<file path="src/rtl/debug_led_scanner.sv">
// Debug LED selector: picks one byte of the debug register space (or the
// controller buttons) for the board LEDs, with switch sync, auto-scroll and sticky capture.
module debug_led_scanner #(
  parameter int NUM_REGS   = 4,
  parameter int REG_W      = 32,
  parameter int SCROLL_DIV = 16777216
) (
  input  logic                      clk,
  input  logic                      rst_b,
  input  logic [7:0]                SW,
  input  logic [NUM_REGS*REG_W-1:0] led_regs,
  input  logic [15:0]               buttons,
  output logic [7:0]                LD,
  output logic [5:0]                cur_idx
);

  localparam int REGS_W    = NUM_REGS * REG_W;
  localparam int NUM_BYTES = REGS_W / 8;
  localparam int PRESC_W   = $clog2(SCROLL_DIV);

  localparam logic [PRESC_W-1:0] PRESC_LAST = PRESC_W'(SCROLL_DIV - 1);
  localparam logic [5:0]         LAST_BYTE  = 6'(NUM_BYTES - 1);
  localparam logic [6:0]         BYTE_COUNT = 7'(NUM_BYTES);

  typedef enum logic [1:0] {
    ST_STATIC  = 2'b00,
    ST_BUTTONS = 2'b01,
    ST_SCROLL  = 2'b10,
    ST_STICKY  = 2'b11
  } mode_e;

  // Loop mux keeps every index in range, so an out-of-range index never
  // turns into an out-of-bounds part-select.
  function automatic logic [7:0] pick_byte(input logic [REGS_W-1:0] regs,
                                           input logic [5:0]        idx);
    logic [7:0] sel;
    sel = 8'h00;
    for (int b = 0; b < NUM_BYTES; b++) begin
      if (idx == 6'(b)) sel = regs[b*8 +: 8];
    end
    return sel;
  endfunction

  logic [7:0]         sw_meta_q;
  logic [7:0]         sw_s_q;
  logic [5:0]         sw_p_idx_q;
  mode_e              state_q, state_d;
  logic [PRESC_W-1:0] presc_q, presc_d;
  logic [5:0]         scroll_q, scroll_d;
  logic [7:0]         sticky_q, sticky_d;
  logic [7:0]         ld_q, ld_d;
  logic [5:0]         cur_idx_q, cur_idx_d;

  logic [5:0] idx;
  logic       idx_in_range;
  logic [7:0] idx_byte;
  logic       entering;

  assign idx          = sw_s_q[5:0];
  assign idx_in_range = ({1'b0, idx} < BYTE_COUNT);
  assign idx_byte     = pick_byte(led_regs, idx);

  // state_q always equals the previous cycle's synchronised mode, so it
  // doubles as the mode field of sw_p for entry detection.
  always_ff @(posedge clk or negedge rst_b) begin
    if (!rst_b) begin
      state_q <= ST_STATIC;
    end else begin
      state_q <= state_d;
    end
  end

  always_comb begin
    // NOTE: every always_comb output gets a default first so no path can
    // leave it unassigned and infer a latch.
    state_d   = mode_e'(sw_s_q[7:6]);
    entering  = (state_d != state_q);
    presc_d   = presc_q;
    scroll_d  = scroll_q;
    sticky_d  = sticky_q;
    ld_d      = ld_q;
    cur_idx_d = cur_idx_q;

    case (state_d)
      ST_STATIC: begin
        cur_idx_d = idx;
        ld_d      = idx_in_range ? idx_byte : ~buttons[7:0];
      end
      ST_BUTTONS: begin
        ld_d = sw_s_q[0] ? ~buttons[15:8] : ~buttons[7:0];
      end
      ST_SCROLL: begin
        if (entering) begin
          presc_d  = '0;
          scroll_d = '0;
        end else if (presc_q == PRESC_LAST) begin
          presc_d  = '0;
          scroll_d = (scroll_q == LAST_BYTE) ? 6'd0 : scroll_q + 6'd1;
        end else begin
          presc_d = presc_q + PRESC_W'(1);
        end
        // LD follows the next scroll index so display and index change together.
        ld_d      = pick_byte(led_regs, scroll_d);
        cur_idx_d = scroll_d;
      end
      ST_STICKY: begin
        cur_idx_d = idx;
        if (idx_in_range) begin
          // A clear reloads from the current byte rather than zeroing, so a
          // bit arriving on the clear cycle survives.
          sticky_d = (entering || (idx != sw_p_idx_q)) ? idx_byte
                                                       : (sticky_q | idx_byte);
          ld_d     = sticky_d;
        end else begin
          ld_d = ~buttons[7:0];
        end
      end
      default: ;
    endcase
  end

  always_ff @(posedge clk or negedge rst_b) begin
    // NOTE: every register here, including the synchroniser, has a reset
    // value so LD and cur_idx come up defined in STATIC mode at index 0.
    if (!rst_b) begin
      sw_meta_q  <= '0;
      sw_s_q     <= '0;
      sw_p_idx_q <= '0;
      presc_q    <= '0;
      scroll_q   <= '0;
      sticky_q   <= '0;
      ld_q       <= '0;
      cur_idx_q  <= '0;
    end else begin
      // NOTE: non-blocking assignments so every register samples the
      // pre-edge values, which is what makes the sync chain two stages.
      sw_meta_q  <= SW;
      sw_s_q     <= sw_meta_q;
      sw_p_idx_q <= sw_s_q[5:0];
      presc_q    <= presc_d;
      scroll_q   <= scroll_d;
      sticky_q   <= sticky_d;
      ld_q       <= ld_d;
      cur_idx_q  <= cur_idx_d;
    end
  end

  assign LD      = ld_q;
  assign cur_idx = cur_idx_q;

endmodule

</file>
<file path="config.mk">
export PLATFORM = sky130hd
export DESIGN_NAME = debug_led_scanner
export DESIGN_NICKNAME = d
export VERILOG_FILES = /design/src/rtl/debug_led_scanner.sv
export SDC_FILE = /design/constraint.sdc
export NUM_CORES = 1
export LEC_CHECK = 0
export ABC_AREA = 1
export CELL_PAD_IN_SITES_DETAIL_PLACEMENT = 1
export CELL_PAD_IN_SITES_GLOBAL_PLACEMENT = 2
export CORE_MARGIN = 4
export CORE_UTILIZATION = 25
export CTS_CLUSTER_DIAMETER = 100
export DETAILED_ROUTE_END_ITERATION = 7
export HOLD_SLACK_MARGIN = 0.05
export PLACE_DENSITY = 0.89
export SLEW_MARGIN = 20
export SYNTH_ARGS = -nofsm -noshare
export SYNTH_HDL_FRONTEND = slang
export SYNTH_SLANG_ARGS = --single-unit
</file>
<file path="constraint.sdc">
create_clock -name clk -period 3.3 [get_ports clk]
set_input_delay 0.66 -clock clk [delete_from_list [all_inputs] [get_ports clk]]
set_output_delay 0.66 -clock clk [all_outputs]
set_load 0.03 [all_outputs]
</file>
==> run_summary.xml, run 1 <==
<?xml version="1.0" encoding="UTF-8"?>
<metrics>
  <group name="outcome">
    <metric name="status" unit="">completed</metric>
  </group>
  <group name="power">
    <metric name="static-leakage-power" unit="nW">3.601</metric>
    <metric name="power_density" unit="nW/um^2">312.6</metric>
    <metric name="max-vdd-ir-drop" unit="mV">0.2232</metric>
    <metric name="design_power" unit="mW">2.643</metric>
  </group>
  <group name="route">
    <metric name="detail_route.drc_violations" unit="">0</metric>
    <metric name="drt.antenna.violating_nets" unit="">0</metric>
    <metric name="detailedRoute.firstPassIterationCount" unit="">5</metric>
    <metric name="routed_wirelength" unit="mm">25.28</metric>
    <metric name="routedWlPerCell" unit="um">17.60</metric>
    <metric name="detail_route.iter0.violations" unit="">369</metric>
    <metric name="routed_via_density" unit="">4.884</metric>
    <metric name="vias" unit="">7014</metric>
  </group>
  <group name="sta">
    <metric name="final_cycle_share" unit="%">91.98</metric>
    <metric name="timing.final.ws_setup" unit="ns">0.2648</metric>
    <metric name="drv_slew" unit="">0</metric>
    <metric name="fin_worst_skew" unit="ns">0.007515</metric>
    <metric name="setup_viol" unit="">0</metric>
    <metric name="worst_slew_pin_slew" unit="ns">0.7228</metric>
    <metric name="grt_setup_unrepaired" unit="">true</metric>
    <metric name="number_of_endpoints_with_negative_hold_slack_in_the_final_report" unit="">0</metric>
    <metric name="fmaxAchievable" unit="MHz">329.5</metric>
    <metric name="fin_crit" unit="ns">3.035</metric>
    <metric name="maxSlewHeadroom" unit="%">51.81</metric>
  </group>
  <group name="worst_setup_path">
    <metric name="worst_ep_arrival" unit="ns">3.25</metric>
    <metric name="worstReg2RegEnd" unit="">LD[4]</metric>
    <metric name="r2r_slack" unit="ns">0.26</metric>
    <metric name="endpoint_kind" unit="">flip-flop</metric>
    <metric name="r2r_cells" unit="">22</metric>
    <metric name="worst_setup_path_endpoint" unit="">LD[4]</metric>
    <metric name="critical_path.reg2reg.startpoint" unit="">presc_q[0]</metric>
    <metric name="worst_setup_path_startpoint" unit="">presc_q[0]</metric>
    <metric name="cp_max_fo" unit="">12</metric>
    <metric name="cp.required" unit="ns">3.51</metric>
    <metric name="setup.worst_path.class" unit="">reg2reg</metric>
    <metric name="critical_path.startpoint_type" unit="">flip-flop</metric>
  </group>
  <group name="placed_design">
    <metric name="routabilityCongestion" unit="">0.8847</metric>
    <metric name="port-buffer-count" unit="">167</metric>
    <metric name="placement_stage_worst_setup_slack" unit="ns">0.2250</metric>
    <metric name="half_perimeter_wire_length_after_detailed_placement" unit="mm">20.39</metric>
    <metric name="post-place-cells" unit="">1418</metric>
    <metric name="placement.cell_area" unit="um^2">8095</metric>
  </group>
  <group name="finish">
    <metric name="fill_cells" unit="">3015</metric>
    <metric name="areaGrowthSynthToFinish" unit="%">41.14</metric>
    <metric name="final_util" unit="%">35.92</metric>
    <metric name="num-nets-final" unit="">1273</metric>
    <metric name="postLayoutCellArea" unit="um^2">8456</metric>
    <metric name="drive_gt1_share" unit="%">8.147</metric>
    <metric name="num_antenna_cells" unit="">0</metric>
    <metric name="final_cells" unit="">1436</metric>
  </group>
  <group name="synthesis">
    <metric name="synth.net_count" unit="">1095</metric>
    <metric name="yosys_register_bits" unit="">76</metric>
    <metric name="ys_top_cells_by_count" unit="">sky130_fd_sc_hd__nand2_1, sky130_fd_sc_hd__nor2_1, sky130_fd_sc_hd__inv_1, sky130_fd_sc_hd__a21oi_1, sky130_fd_sc_hd__dfrtp_1</metric>
    <metric name="yosysSeqAreaShare" unit="%">31.75</metric>
    <metric name="synth_top_area_share" unit="%">31.75</metric>
    <metric name="synthArstFlopShare" unit="%">100.0</metric>
    <metric name="synth_enable_flop_cells" unit="">0</metric>
    <metric name="synth.top_cells.by_area" unit="">sky130_fd_sc_hd__dfrtp_1, sky130_fd_sc_hd__nand2_1, sky130_fd_sc_hd__a21oi_1, sky130_fd_sc_hd__nor2_1, sky130_fd_sc_hd__nand3_1</metric>
    <metric name="synthesis.area_per_instance" unit="um^2">6.414</metric>
    <metric name="synth_cell_type_count" unit="">51</metric>
    <metric name="synth_warnings" unit="">0</metric>
    <metric name="synth_area" unit="um^2">5991</metric>
    <metric name="synthFlopType" unit="">sky130_fd_sc_hd__dfrtp_1</metric>
    <metric name="post_syn_instances" unit="">934</metric>
    <metric name="synthMostInstantiatedCell" unit="">sky130_fd_sc_hd__nand2_1</metric>
    <metric name="synth_top_area_cell" unit="">sky130_fd_sc_hd__dfrtp_1</metric>
  </group>
  <group name="floorplanning">
    <metric name="die_area" unit="um^2">26500</metric>
    <metric name="height_of_the_die" unit="um">162.8</metric>
    <metric name="die_w" unit="um">162.8</metric>
    <metric name="rows" unit="">56</metric>
    <metric name="ioPinCount" unit="">168</metric>
    <metric name="initial_util" unit="%">25.45</metric>
    <metric name="core" unit="um^2">23540</metric>
  </group>
  <group name="grt">
    <metric name="grt_start_max_net_pins" unit="">77</metric>
    <metric name="global_route.overflow_total" unit="">0</metric>
    <metric name="wire_length_of_the_first_global_routing_pass" unit="mm">39.72</metric>
    <metric name="grt_pass1_vias" unit="">7325</metric>
    <metric name="antenna_found_initial" unit="">0</metric>
    <metric name="groute.usage.overall" unit="%">18.60</metric>
  </group>
  <group name="job">
    <metric name="maxCapViolCount" unit="">0</metric>
  </group>
  <group name="clocking">
    <metric name="cts_tree" unit="">done</metric>
    <metric name="clkTransAtPathRegs" unit="ns">0.07</metric>
    <metric name="clkSinkCount" unit="">76</metric>
    <metric name="clock-root-buffer" unit="">sky130_fd_sc_hd__clkbuf_16</metric>
    <metric name="numCtsBuffers" unit="">9</metric>
    <metric name="cts.htree.levels" unit="">3</metric>
    <metric name="ctsLongestPathBuffers" unit="">2</metric>
    <metric name="clkLatencyLatePin" unit="ns">0.34</metric>
    <metric name="hold_buffers" unit="">0</metric>
  </group>
  <group name="hold_path">
    <metric name="type_of_the_most_critical_hold_path" unit="">in2async</metric>
  </group>
</metrics>
## worst min path at each step
stage | end | start | slack [ns] | cells past startpoint
6_report | presc_q[14] | rst_b | 0.32 | 1
5_1_grt | sw_s_q[5] | sw_meta_q[5] | 0.35 | 0
4_1_cts | sw_s_q[6] | sw_meta_q[6] | 0.35 | 0
3_5_place_dp | sw_s_q[0] | sw_meta_q[0] | 0.34 | 0
3_3_place_gp | sw_s_q[7] | sw_meta_q[7] | 0.33 | 0
2_1_floorplan | sw_s_q[0] | sw_meta_q[0] | 0.33 | 0
## placed cells by master, fill, tap and decap left out, drive strengths merged, types with 4 or more instances in the layout
| cell | count |
|---|---|
| a21oi | 83 |
| buf | 18 |
| clkbuf | 10 |
| clkdlybuf4s50 | 166 |
| clkinv | 8 |
| dfrtp | 76 |
| ha | 7 |
| inv | 109 |
| nand2 | 293 |
| nand3 | 79 |
| nand4 | 38 |
| nor2 | 121 |
| nor3 | 11 |
| o2111ai | 6 |
| o211ai | 5 |
| o21ai | 31 |
| o311ai | 7 |
| or2 | 11 |
| xnor2 | 4 |
| xor2 | 4 |
## metal layers
layer | track usage (%) | vias up | routed length, um
met5 | 0 | - | 0
li1 | - | 3442 | -
met4 | 4.956 | 0 | 439
met2 | 31.70 | 180 | 12040
met1 | 24.86 | 3364 | 11680
met3 | 2.455 | 28 | 1114
## cell families (layout without fill, tap and decap cells)
logic type      Yosys count  count (layout)  share of synthesized area (%)
flops                    76              76                          31.75
simple gates            558             558                          41.75
fa+ha+maj                 7               7                          1.462
mux                       2               2                         0.3342
buf+inv                 130             313                          8.396
xor+xnor                  8               8                          1.169
compound gates          153             153                          15.14
## layout make-up
cell class	count	area (um^2)	share of cell area [%]
clock buffers	10	239.0	2.826
clock inverters	6	72.57	0.8582
inverters	113	426.7	5.046
multi-input cells	728	3603	42.62
flip-flops and latches	76	1902	22.49
well taps	319	399.1	4.720
repair buffers	184	1813	21.44
## repair_timing
item	4_1_cts	5_1_grt
setup endpoints to repair	0	7
gates resized for setup	0	4
buffers inserted	0	2
## through the flow
stage,hold slack (ns),setup TNS (ns)
final,0.3247,0
after global routing,0.3530,-0.02299
after CTS,0.3507,0
after detailed placement,0.3363,0
after global placement,0.3342,0
after floorplan,0.3312,0
## worst max-delay path, cell delays in order (launching register included)
cell                      delay (ns)
sky130_fd_sc_hd__dfrtp_1        0.39
sky130_fd_sc_hd__ha_2           0.21
sky130_fd_sc_hd__inv_2          0.04
sky130_fd_sc_hd__nor2_2         0.15
sky130_fd_sc_hd__nand2_2        0.09
sky130_fd_sc_hd__nor2_4         0.19
sky130_fd_sc_hd__nand2_4        0.11
sky130_fd_sc_hd__nand2_1        0.10
sky130_fd_sc_hd__nand3_2        0.12
sky130_fd_sc_hd__nand2_4        0.16
sky130_fd_sc_hd__nor2_4         0.08
sky130_fd_sc_hd__buf_12         0.14
sky130_fd_sc_hd__buf_4          0.13
sky130_fd_sc_hd__nand3_1        0.06
sky130_fd_sc_hd__nand3_1        0.09
sky130_fd_sc_hd__nor2_1         0.12
sky130_fd_sc_hd__nand4_1        0.11
sky130_fd_sc_hd__nand2_1        0.08
sky130_fd_sc_hd__nand4_1        0.13
sky130_fd_sc_hd__nor2_1         0.16
sky130_fd_sc_hd__nand4_1        0.11
sky130_fd_sc_hd__nand2_1        0.08
sky130_fd_sc_hd__a21oi_1        0.06
## flip-flops by register name (all words and copies together), names as in the netlist
register,count
LD,8
presc_q,24
sticky_q,8
sw_s_q,8
sw_meta_q,8
scroll_q,6
cur_idx,6
state_q,2
sw_p_idx_q,6
## where the power goes
group	internal, mW	total [mW]	switching (mW)
clock network	0.613	1.03	0.418
logic	0.280	0.584	0.304
registers	0.989	1.03	0.0388
Power figures use the tool's default switching activity.
==> run 2, diff against run 1 <==
--- a/config.mk
+++ b/config.mk
@@ -5,15 +5,14 @@
 export SDC_FILE = /design/constraint.sdc
 export NUM_CORES = 1
 export LEC_CHECK = 0
-export ABC_AREA = 1
 export CELL_PAD_IN_SITES_DETAIL_PLACEMENT = 1
 export CELL_PAD_IN_SITES_GLOBAL_PLACEMENT = 2
 export CORE_MARGIN = 4
-export CORE_UTILIZATION = 25
+export CORE_UTILIZATION = 29
 export CTS_CLUSTER_DIAMETER = 100
 export DETAILED_ROUTE_END_ITERATION = 7
 export HOLD_SLACK_MARGIN = 0.05
-export PLACE_DENSITY = 0.89
+export PLACE_DENSITY = 0.9
 export SLEW_MARGIN = 20
 export SYNTH_ARGS = -nofsm -noshare
 export SYNTH_HDL_FRONTEND = slang
==> run_summary.xml, run 2 <==
<?xml version="1.0" encoding="UTF-8"?>
<metrics>
  <group name="clocking">
    <metric name="ctsLongestPathBuffers" unit="">2</metric>
    <metric name="clkTransAtPathRegs" unit="ns">0.07</metric>
    <metric name="clkLatencyLatePin" unit="ns">0.36</metric>
    <metric name="cts_tree" unit="">done</metric>
    <metric name="clock-root-buffer" unit="">sky130_fd_sc_hd__clkbuf_16</metric>
    <metric name="cts.htree.levels" unit="">3</metric>
    <metric name="clkSinkCount" unit="">76</metric>
    <metric name="numCtsBuffers" unit="">9</metric>
    <metric name="hold_buffers" unit="">0</metric>
  </group>
  <group name="route">
    <metric name="routed_via_density" unit="">6.103</metric>
    <metric name="drt.antenna.violating_nets" unit="">0</metric>
    <metric name="detailedRoute.firstPassIterationCount" unit="">7</metric>
    <metric name="routed_wirelength" unit="mm">33.93</metric>
    <metric name="detail_route.drc_violations" unit="">0</metric>
    <metric name="vias" unit="">8105</metric>
    <metric name="routedWlPerCell" unit="um">25.55</metric>
    <metric name="detail_route.iter0.violations" unit="">865</metric>
  </group>
  <group name="placed_design">
    <metric name="placement_stage_worst_setup_slack" unit="ns">-0.07393</metric>
    <metric name="routabilityCongestion" unit="">1.038</metric>
    <metric name="port-buffer-count" unit="">167</metric>
    <metric name="half_perimeter_wire_length_after_detailed_placement" unit="mm">26.31</metric>
  </group>
  <group name="floorplanning">
    <metric name="initial_util" unit="%">29.58</metric>
    <metric name="die_w" unit="um">160.2</metric>
    <metric name="core" unit="um^2">22710</metric>
    <metric name="rows" unit="">55</metric>
    <metric name="die_area" unit="um^2">25660</metric>
    <metric name="height_of_the_die" unit="um">160.2</metric>
    <metric name="ioPinCount" unit="">168</metric>
  </group>
  <group name="synthesis">
    <metric name="synth_warnings" unit="">0</metric>
    <metric name="post_syn_instances" unit="">798</metric>
    <metric name="synth_top_area_share" unit="%">28.31</metric>
    <metric name="synthMostInstantiatedCell" unit="">sky130_fd_sc_hd__nand2_1</metric>
    <metric name="synth.net_count" unit="">959</metric>
    <metric name="synth_enable_flop_cells" unit="">0</metric>
    <metric name="synth_cell_type_count" unit="">88</metric>
    <metric name="synthArstFlopShare" unit="%">100.0</metric>
    <metric name="synthFlopType" unit="">sky130_fd_sc_hd__dfrtp_1</metric>
    <metric name="synthesis.area_per_instance" unit="um^2">8.418</metric>
    <metric name="yosys_register_bits" unit="">76</metric>
    <metric name="synth_top_area_cell" unit="">sky130_fd_sc_hd__dfrtp_1</metric>
    <metric name="synth_area" unit="um^2">6718</metric>
    <metric name="synth.top_cells.by_area" unit="">sky130_fd_sc_hd__dfrtp_1, sky130_fd_sc_hd__o21ai_0, sky130_fd_sc_hd__nand2_1, sky130_fd_sc_hd__mux2i_1, sky130_fd_sc_hd__a21oi_1</metric>
    <metric name="ys_top_cells_by_count" unit="">sky130_fd_sc_hd__nand2_1, sky130_fd_sc_hd__dfrtp_1, sky130_fd_sc_hd__o21ai_0, sky130_fd_sc_hd__a21oi_1, sky130_fd_sc_hd__nor2_1</metric>
    <metric name="yosysSeqAreaShare" unit="%">28.31</metric>
  </group>
  <group name="power">
    <metric name="max-vdd-ir-drop" unit="mV">0.2456</metric>
    <metric name="intPower" unit="mW">2.059</metric>
    <metric name="clockPowerShare" unit="%">38.6</metric>
    <metric name="power.share.switching" unit="%">30.13</metric>
    <metric name="power_density" unit="nW/um^2">295.8</metric>
    <metric name="p_seq_share" unit="%">35.2</metric>
    <metric name="design_power" unit="mW">2.947</metric>
    <metric name="switchingPower" unit="mW">0.8879</metric>
    <metric name="static-leakage-power" unit="nW">3.950</metric>
    <metric name="pwr-share-comb" unit="%">26.2</metric>
  </group>
  <group name="finish">
    <metric name="fill_cells" unit="">2696</metric>
    <metric name="drive_gt1_share" unit="%">20.71</metric>
    <metric name="most-common-layout-cells" unit="">sky130_fd_sc_hd__clkdlybuf4s50_1, sky130_fd_sc_hd__buf_4, sky130_fd_sc_hd__nand2_1</metric>
    <metric name="regMostFlops" unit="">presc_q</metric>
    <metric name="largest_reg_flops" unit="">24</metric>
    <metric name="areaGrowthSynthToFinish" unit="%">48.30</metric>
    <metric name="num_antenna_cells" unit="">0</metric>
    <metric name="num-nets-final" unit="">1199</metric>
    <metric name="mostFrequentLayoutCell" unit="">sky130_fd_sc_hd__clkdlybuf4s50_1</metric>
  </group>
  <group name="job">
    <metric name="maxCapViolCount" unit="">0</metric>
  </group>
  <group name="worst_setup_path">
    <metric name="setup.worst_path.class" unit="">reg2reg</metric>
    <metric name="worst_ep_arrival" unit="ns">3.48</metric>
    <metric name="cp_max_fo" unit="">25</metric>
    <metric name="critical_path.startpoint_type" unit="">flip-flop</metric>
    <metric name="endpoint_kind" unit="">flip-flop</metric>
    <metric name="cp.required" unit="ns">3.53</metric>
  </group>
  <group name="sta">
    <metric name="number_of_endpoints_with_negative_hold_slack_in_the_final_report" unit="">0</metric>
    <metric name="final_cycle_share" unit="%">98.30</metric>
    <metric name="worst_hold_slack" unit="ns">0.3485</metric>
    <metric name="fmaxAchievable" unit="MHz">308.3</metric>
    <metric name="fin_crit" unit="ns">3.244</metric>
    <metric name="fin_worst_skew" unit="ns">0.01681</metric>
    <metric name="maxSlewHeadroom" unit="%">49.25</metric>
    <metric name="timing.final.ws_setup" unit="ns">0.05614</metric>
    <metric name="setup_viol" unit="">0</metric>
    <metric name="worst_slew_pin_slew" unit="ns">0.7613</metric>
    <metric name="drv_slew" unit="">0</metric>
  </group>
  <group name="grt">
    <metric name="groute.usage.overall" unit="%">25.09</metric>
    <metric name="global_route.overflow_total" unit="">0</metric>
    <metric name="grt_pass1_vias" unit="">8179</metric>
    <metric name="wire_length_of_the_first_global_routing_pass" unit="mm">50.10</metric>
    <metric name="grt_start_max_net_pins" unit="">77</metric>
    <metric name="antenna_found_initial" unit="">1</metric>
  </group>
  <group name="hold_path">
    <metric name="type_of_the_most_critical_hold_path" unit="">reg2reg</metric>
  </group>
  <group name="outcome">
    <metric name="status" unit="">completed</metric>
  </group>
</metrics>
run 2: worst paths after layout:
check                              to  slack (ns)         start  cells after the start
min reg2reg                 sw_s_q[4]        0.35  sw_meta_q[4]                      0
max in group asynchronous   sw_s_q[0]        2.34         rst_b                      1
max                             LD[6]        0.06     sw_s_q[0]                     10
min                         sw_s_q[4]        0.35  sw_meta_q[4]                      0
max reg2reg                     LD[6]        0.06     sw_s_q[0]                     10
min in group asynchronous  presc_q[4]        0.36         rst_b                      1
run 2: power by group through the flow:
stage	combinational (mW)	clock [mW]	sequential [mW]
floorplan	0.273	0	1.06
global placement	0.743	0	1.05
detailed placement	0.748	0	1.05
CTS	0.754	1.16	1.03
global route	0.814	1.20	1.04
finish	0.773	1.14	1.04
run 2: per-stage QoR:
step | instances | utilization (%) | area (um^2) | TNS (ns)
final | 1328 | 43.87 | 9962 | 0
after global routing | 1328 | 43.87 | 9962 | -0.2091
after CTS | 1318 | 43.00 | 9766 | 0
after detailed placement | 1302 | 41.46 | 9415 | -0.1697
after global placement | 1302 | 41.46 | 9415 | -0.1357
after floorplan | 798 | - | 6718 | 0
run 2: layout make-up:
| class | instances | area [um^2] | area share, % |
|---|---|---|---|
| clock buffer | 10 | 239.0 | 2.399 |
| clock inverter | 6 | 91.34 | 0.9169 |
| inverter | 16 | 60.06 | 0.6029 |
| multi-input combinational | 649 | 4649 | 46.67 |
| sequential | 76 | 1912 | 19.19 |
| tap | 285 | 356.6 | 3.580 |
| timing repair buffer | 286 | 2654 | 26.64 |
run 2: repair_timing:
item                       4_1_cts  5_1_grt
setup endpoints to repair        1        8
resized for setup                4       28
setup buffers                    0       10
pin swaps                        0        8
run 2: cells by family (layout without fill, tap and decap cells):
kind of cell | Yosys count | count (layout) | share of synthesized area (%)
adder cells (fa/ha/maj) | 7 | 7 | 1.304
flip-flops | 76 | 76 | 28.31
buffers and inverters | 73 | 318 | 4.600
AO/OA/AOI/OAI | 301 | 301 | 30.45
AND/OR/NAND/NOR | 271 | 271 | 23.15
XOR/XNOR | 18 | 18 | 2.347
multiplexers | 52 | 52 | 9.834
run 2: worst max-delay path: stages, from the launching register on:
cell and delay (ns):
sky130_fd_sc_hd__dfrtp_4 0.65, sky130_fd_sc_hd__nor2b_1 0.23, sky130_fd_sc_hd__buf_4 0.19, sky130_fd_sc_hd__a22oi_1 0.19, sky130_fd_sc_hd__o221ai_1 0.25, sky130_fd_sc_hd__a32o_1 0.33
sky130_fd_sc_hd__a222oi_1 0.49, sky130_fd_sc_hd__buf_4 0.20, sky130_fd_sc_hd__a21oi_1 0.07, sky130_fd_sc_hd__o31a_1 0.28, sky130_fd_sc_hd__a211o_1 0.23
run 2: routing by layer:
metal / vias up / track usage (%) / wire (um)
met1: 4034 / 33.84 / 14250
met3: 62 / 7.794 / 3492
li1: 3577 / - / -
met2: 430 / 39.15 / 15410
met5: - / 0 / 7
met4: 2 / 6.531 / 763
==> run 3, diff against run 2 <==
--- a/config.mk
+++ b/config.mk
@@ -10,10 +10,11 @@
 export CORE_MARGIN = 4
 export CORE_UTILIZATION = 29
 export CTS_CLUSTER_DIAMETER = 100
+export CTS_CLUSTER_SIZE = 16
 export DETAILED_ROUTE_END_ITERATION = 7
+export GPL_TIMING_DRIVEN = 1
 export HOLD_SLACK_MARGIN = 0.05
 export PLACE_DENSITY = 0.9
-export SLEW_MARGIN = 20
 export SYNTH_ARGS = -nofsm -noshare
 export SYNTH_HDL_FRONTEND = slang
 export SYNTH_SLANG_ARGS = --single-unit
==> run_summary.xml, run 3 (synthesis gave the netlist of run 2 again) <==
<?xml version="1.0" encoding="UTF-8"?>
<metrics>
  <group name="power">
    <metric name="power_density" unit="nW/um^2">295.8</metric>
    <metric name="switchingPower" unit="mW">0.8872</metric>
    <metric name="max-vdd-ir-drop" unit="mV">0.2456</metric>
    <metric name="p_seq_share" unit="%">35.2</metric>
    <metric name="pwr-share-comb" unit="%">26.2</metric>
    <metric name="clockPowerShare" unit="%">38.6</metric>
    <metric name="static-leakage-power" unit="nW">3.949</metric>
    <metric name="power.share.switching" unit="%">30.12</metric>
    <metric name="intPower" unit="mW">2.058</metric>
  </group>
  <group name="job">
    <metric name="maxCapViolCount" unit="">0</metric>
  </group>
  <group name="sta">
    <metric name="fin_crit" unit="ns">3.236</metric>
    <metric name="worst_slew_pin_slew" unit="ns">1.062</metric>
    <metric name="final_cycle_share" unit="%">98.05</metric>
    <metric name="fmaxAchievable" unit="MHz">309.0</metric>
    <metric name="drv_slew" unit="">0</metric>
    <metric name="worst_hold_slack" unit="ns">0.3485</metric>
    <metric name="maxSlewHeadroom" unit="%">29.22</metric>
    <metric name="setup_viol" unit="">0</metric>
    <metric name="number_of_endpoints_with_negative_hold_slack_in_the_final_report" unit="">0</metric>
    <metric name="fin_worst_skew" unit="ns">0.01680</metric>
  </group>
  <group name="route">
    <metric name="drt.antenna.violating_nets" unit="">0</metric>
    <metric name="routed_wirelength" unit="mm">33.94</metric>
    <metric name="detail_route.drc_violations" unit="">1</metric>
    <metric name="routed_via_density" unit="">6.099</metric>
    <metric name="routedWlPerCell" unit="um">25.55</metric>
    <metric name="vias" unit="">8099</metric>
    <metric name="detail_route.iter0.violations" unit="">865</metric>
    <metric name="detailedRoute.firstPassIterationCount" unit="">8</metric>
  </group>
  <group name="clocking">
    <metric name="clkLatencyLatePin" unit="ns">0.36</metric>
    <metric name="cts.htree.levels" unit="">3</metric>
    <metric name="clkSinkCount" unit="">76</metric>
    <metric name="ctsLongestPathBuffers" unit="">2</metric>
    <metric name="clkTransAtPathRegs" unit="ns">0.07</metric>
    <metric name="numCtsBuffers" unit="">9</metric>
    <metric name="hold_buffers" unit="">0</metric>
    <metric name="cts_tree" unit="">done</metric>
    <metric name="clock-root-buffer" unit="">sky130_fd_sc_hd__clkbuf_16</metric>
  </group>
  <group name="grt">
    <metric name="antenna_found_initial" unit="">1</metric>
    <metric name="global_route.overflow_total" unit="">0</metric>
    <metric name="grt_start_max_net_pins" unit="">77</metric>
    <metric name="grt_pass1_vias" unit="">8179</metric>
    <metric name="wire_length_of_the_first_global_routing_pass" unit="mm">50.10</metric>
    <metric name="groute.usage.overall" unit="%">25.09</metric>
  </group>
  <group name="worst_setup_path">
    <metric name="crit_slowest_cell" unit="">sky130_fd_sc_hd__or4_4</metric>
    <metric name="critical_path.cell_chain" unit="">ha_2 -&gt; nand3_1 -&gt; or4_4 -&gt; o211ai_1 -&gt; a21o_1 -&gt; buf_4 -&gt; o22ai_1 -&gt; o311ai_1 -&gt; o21bai_1 -&gt; a31oi_1 -&gt; o21a_1</metric>
    <metric name="setup.worst_path.class" unit="">reg2reg</metric>
    <metric name="critical_path.startpoint_type" unit="">flip-flop</metric>
    <metric name="worst_ep_arrival" unit="ns">3.52</metric>
    <metric name="cp_max_fo" unit="">11</metric>
    <metric name="worst-path-buf-inv" unit="">1</metric>
    <metric name="cp.required" unit="ns">3.59</metric>
    <metric name="cp_slowest_stage_delay" unit="ns">0.62</metric>
    <metric name="endpoint_kind" unit="">flip-flop</metric>
    <metric name="crit_family" unit="">compound AO/OA/AOI/OAI gates</metric>
  </group>
  <group name="finish">
    <metric name="num-nets-final" unit="">1199</metric>
    <metric name="areaGrowthSynthToFinish" unit="%">48.24</metric>
    <metric name="postLayoutCellArea" unit="um^2">9958</metric>
    <metric name="final_cells" unit="">1328</metric>
    <metric name="mostFrequentLayoutCell" unit="">sky130_fd_sc_hd__clkdlybuf4s50_1</metric>
    <metric name="regMostFlops" unit="">presc_q</metric>
    <metric name="most-common-layout-cells" unit="">sky130_fd_sc_hd__clkdlybuf4s50_1, sky130_fd_sc_hd__buf_4, sky130_fd_sc_hd__nand2_1</metric>
    <metric name="final_util" unit="%">43.85</metric>
    <metric name="drive_gt1_share" unit="%">20.71</metric>
    <metric name="multi_input_area" unit="um^2">4649</metric>
    <metric name="num_antenna_cells" unit="">0</metric>
    <metric name="fill_cells" unit="">2695</metric>
    <metric name="largest_reg_flops" unit="">24</metric>
    <metric name="regArea" unit="um^2">1912</metric>
  </group>
  <group name="placed_design">
    <metric name="post-place-cells" unit="">1302</metric>
    <metric name="half_perimeter_wire_length_after_detailed_placement" unit="mm">26.31</metric>
    <metric name="port-buffer-count" unit="">167</metric>
    <metric name="placement.cell_area" unit="um^2">9415</metric>
    <metric name="routabilityCongestion" unit="">1.038</metric>
  </group>
  <group name="floorplanning">
    <metric name="rows" unit="">55</metric>
    <metric name="initial_util" unit="%">29.58</metric>
    <metric name="die_w" unit="um">160.2</metric>
    <metric name="height_of_the_die" unit="um">160.2</metric>
    <metric name="die_area" unit="um^2">25660</metric>
    <metric name="core" unit="um^2">22710</metric>
    <metric name="ioPinCount" unit="">168</metric>
  </group>
  <group name="hold_path">
    <metric name="type_of_the_most_critical_hold_path" unit="">reg2reg</metric>
  </group>
  <group name="outcome">
    <metric name="status" unit="">finished with violations</metric>
    <metric name="failed_checks" unit="">DRC</metric>
  </group>
</metrics>
-- run 3: cell type report --
| class | instances | area share [%] |
|---|---|---|
| Sequential cell | 76 | 19.20 |
| Multi-Input combinational cell | 649 | 46.69 |
| Tap cell | 285 | 3.581 |
| Inverter | 16 | 0.6031 |
| Clock inverter | 6 | 0.9172 |
| Timing Repair Buffer | 286 | 26.61 |
| Clock buffer | 10 | 2.400 |
-- run 3: what timing repair did --
| action | in CTS | in global routing |
|---|---|---|
| endpoints found under the hold margin | 0 | 0 |
| buffers inserted | 0 | 10 |
| pin swaps | 0 | 8 |
| gates resized for setup | 4 | 28 |
| endpoints found under the setup margin | 1 | 8 |
-- run 3: worst paths after layout --
| check | startpoint | to | slack, ns | cells after the start |
|---|---|---|---|---|
| hold reg to reg | sw_meta_q[4] | sw_s_q[4] | 0.35 | 0 |
| max in group asynchronous | rst_b | sw_s_q[0] | 1.99 | 1 |
| setup reg to reg | presc_q[0] | LD[1] | 0.06 | 11 |
| setup / recovery | presc_q[0] | LD[1] | 0.06 | 11 |
| min in group asynchronous | rst_b | presc_q[4] | 0.50 | 1 |
| hold / removal | sw_meta_q[4] | sw_s_q[4] | 0.35 | 0 |
-- run 3: metal layers --
layer	up-vias	share of wire (%)	track usage [%]
met3	64	11	7.794
met2	438	45	39.15
li1	3577	-	-
met1	4018	42	33.84
met4	2	2.3	6.531
met5	-	0.021	0
-- run 3: power groups by stage --
stage	sequential, mW	clock [mW]	combinational (mW)
finish	1.04	1.14	0.772
global placement	1.05	0	0.743
global route	1.04	1.20	0.814
detailed placement	1.05	0	0.748
floorplan	1.06	0	0.273
CTS	1.03	1.16	0.754
-- run 3: through the flow --
stage	TNS, ns	total power [mW]	setup slack (ns)
final	0	2.945	0.06424
after global routing	-0.2091	3.056	-0.07078
after CTS	0	2.946	0.01616
after detailed placement	-0.1697	1.797	-0.07393
after global placement	-0.1357	1.791	-0.07523
after floorplan	0	1.337	0.2718
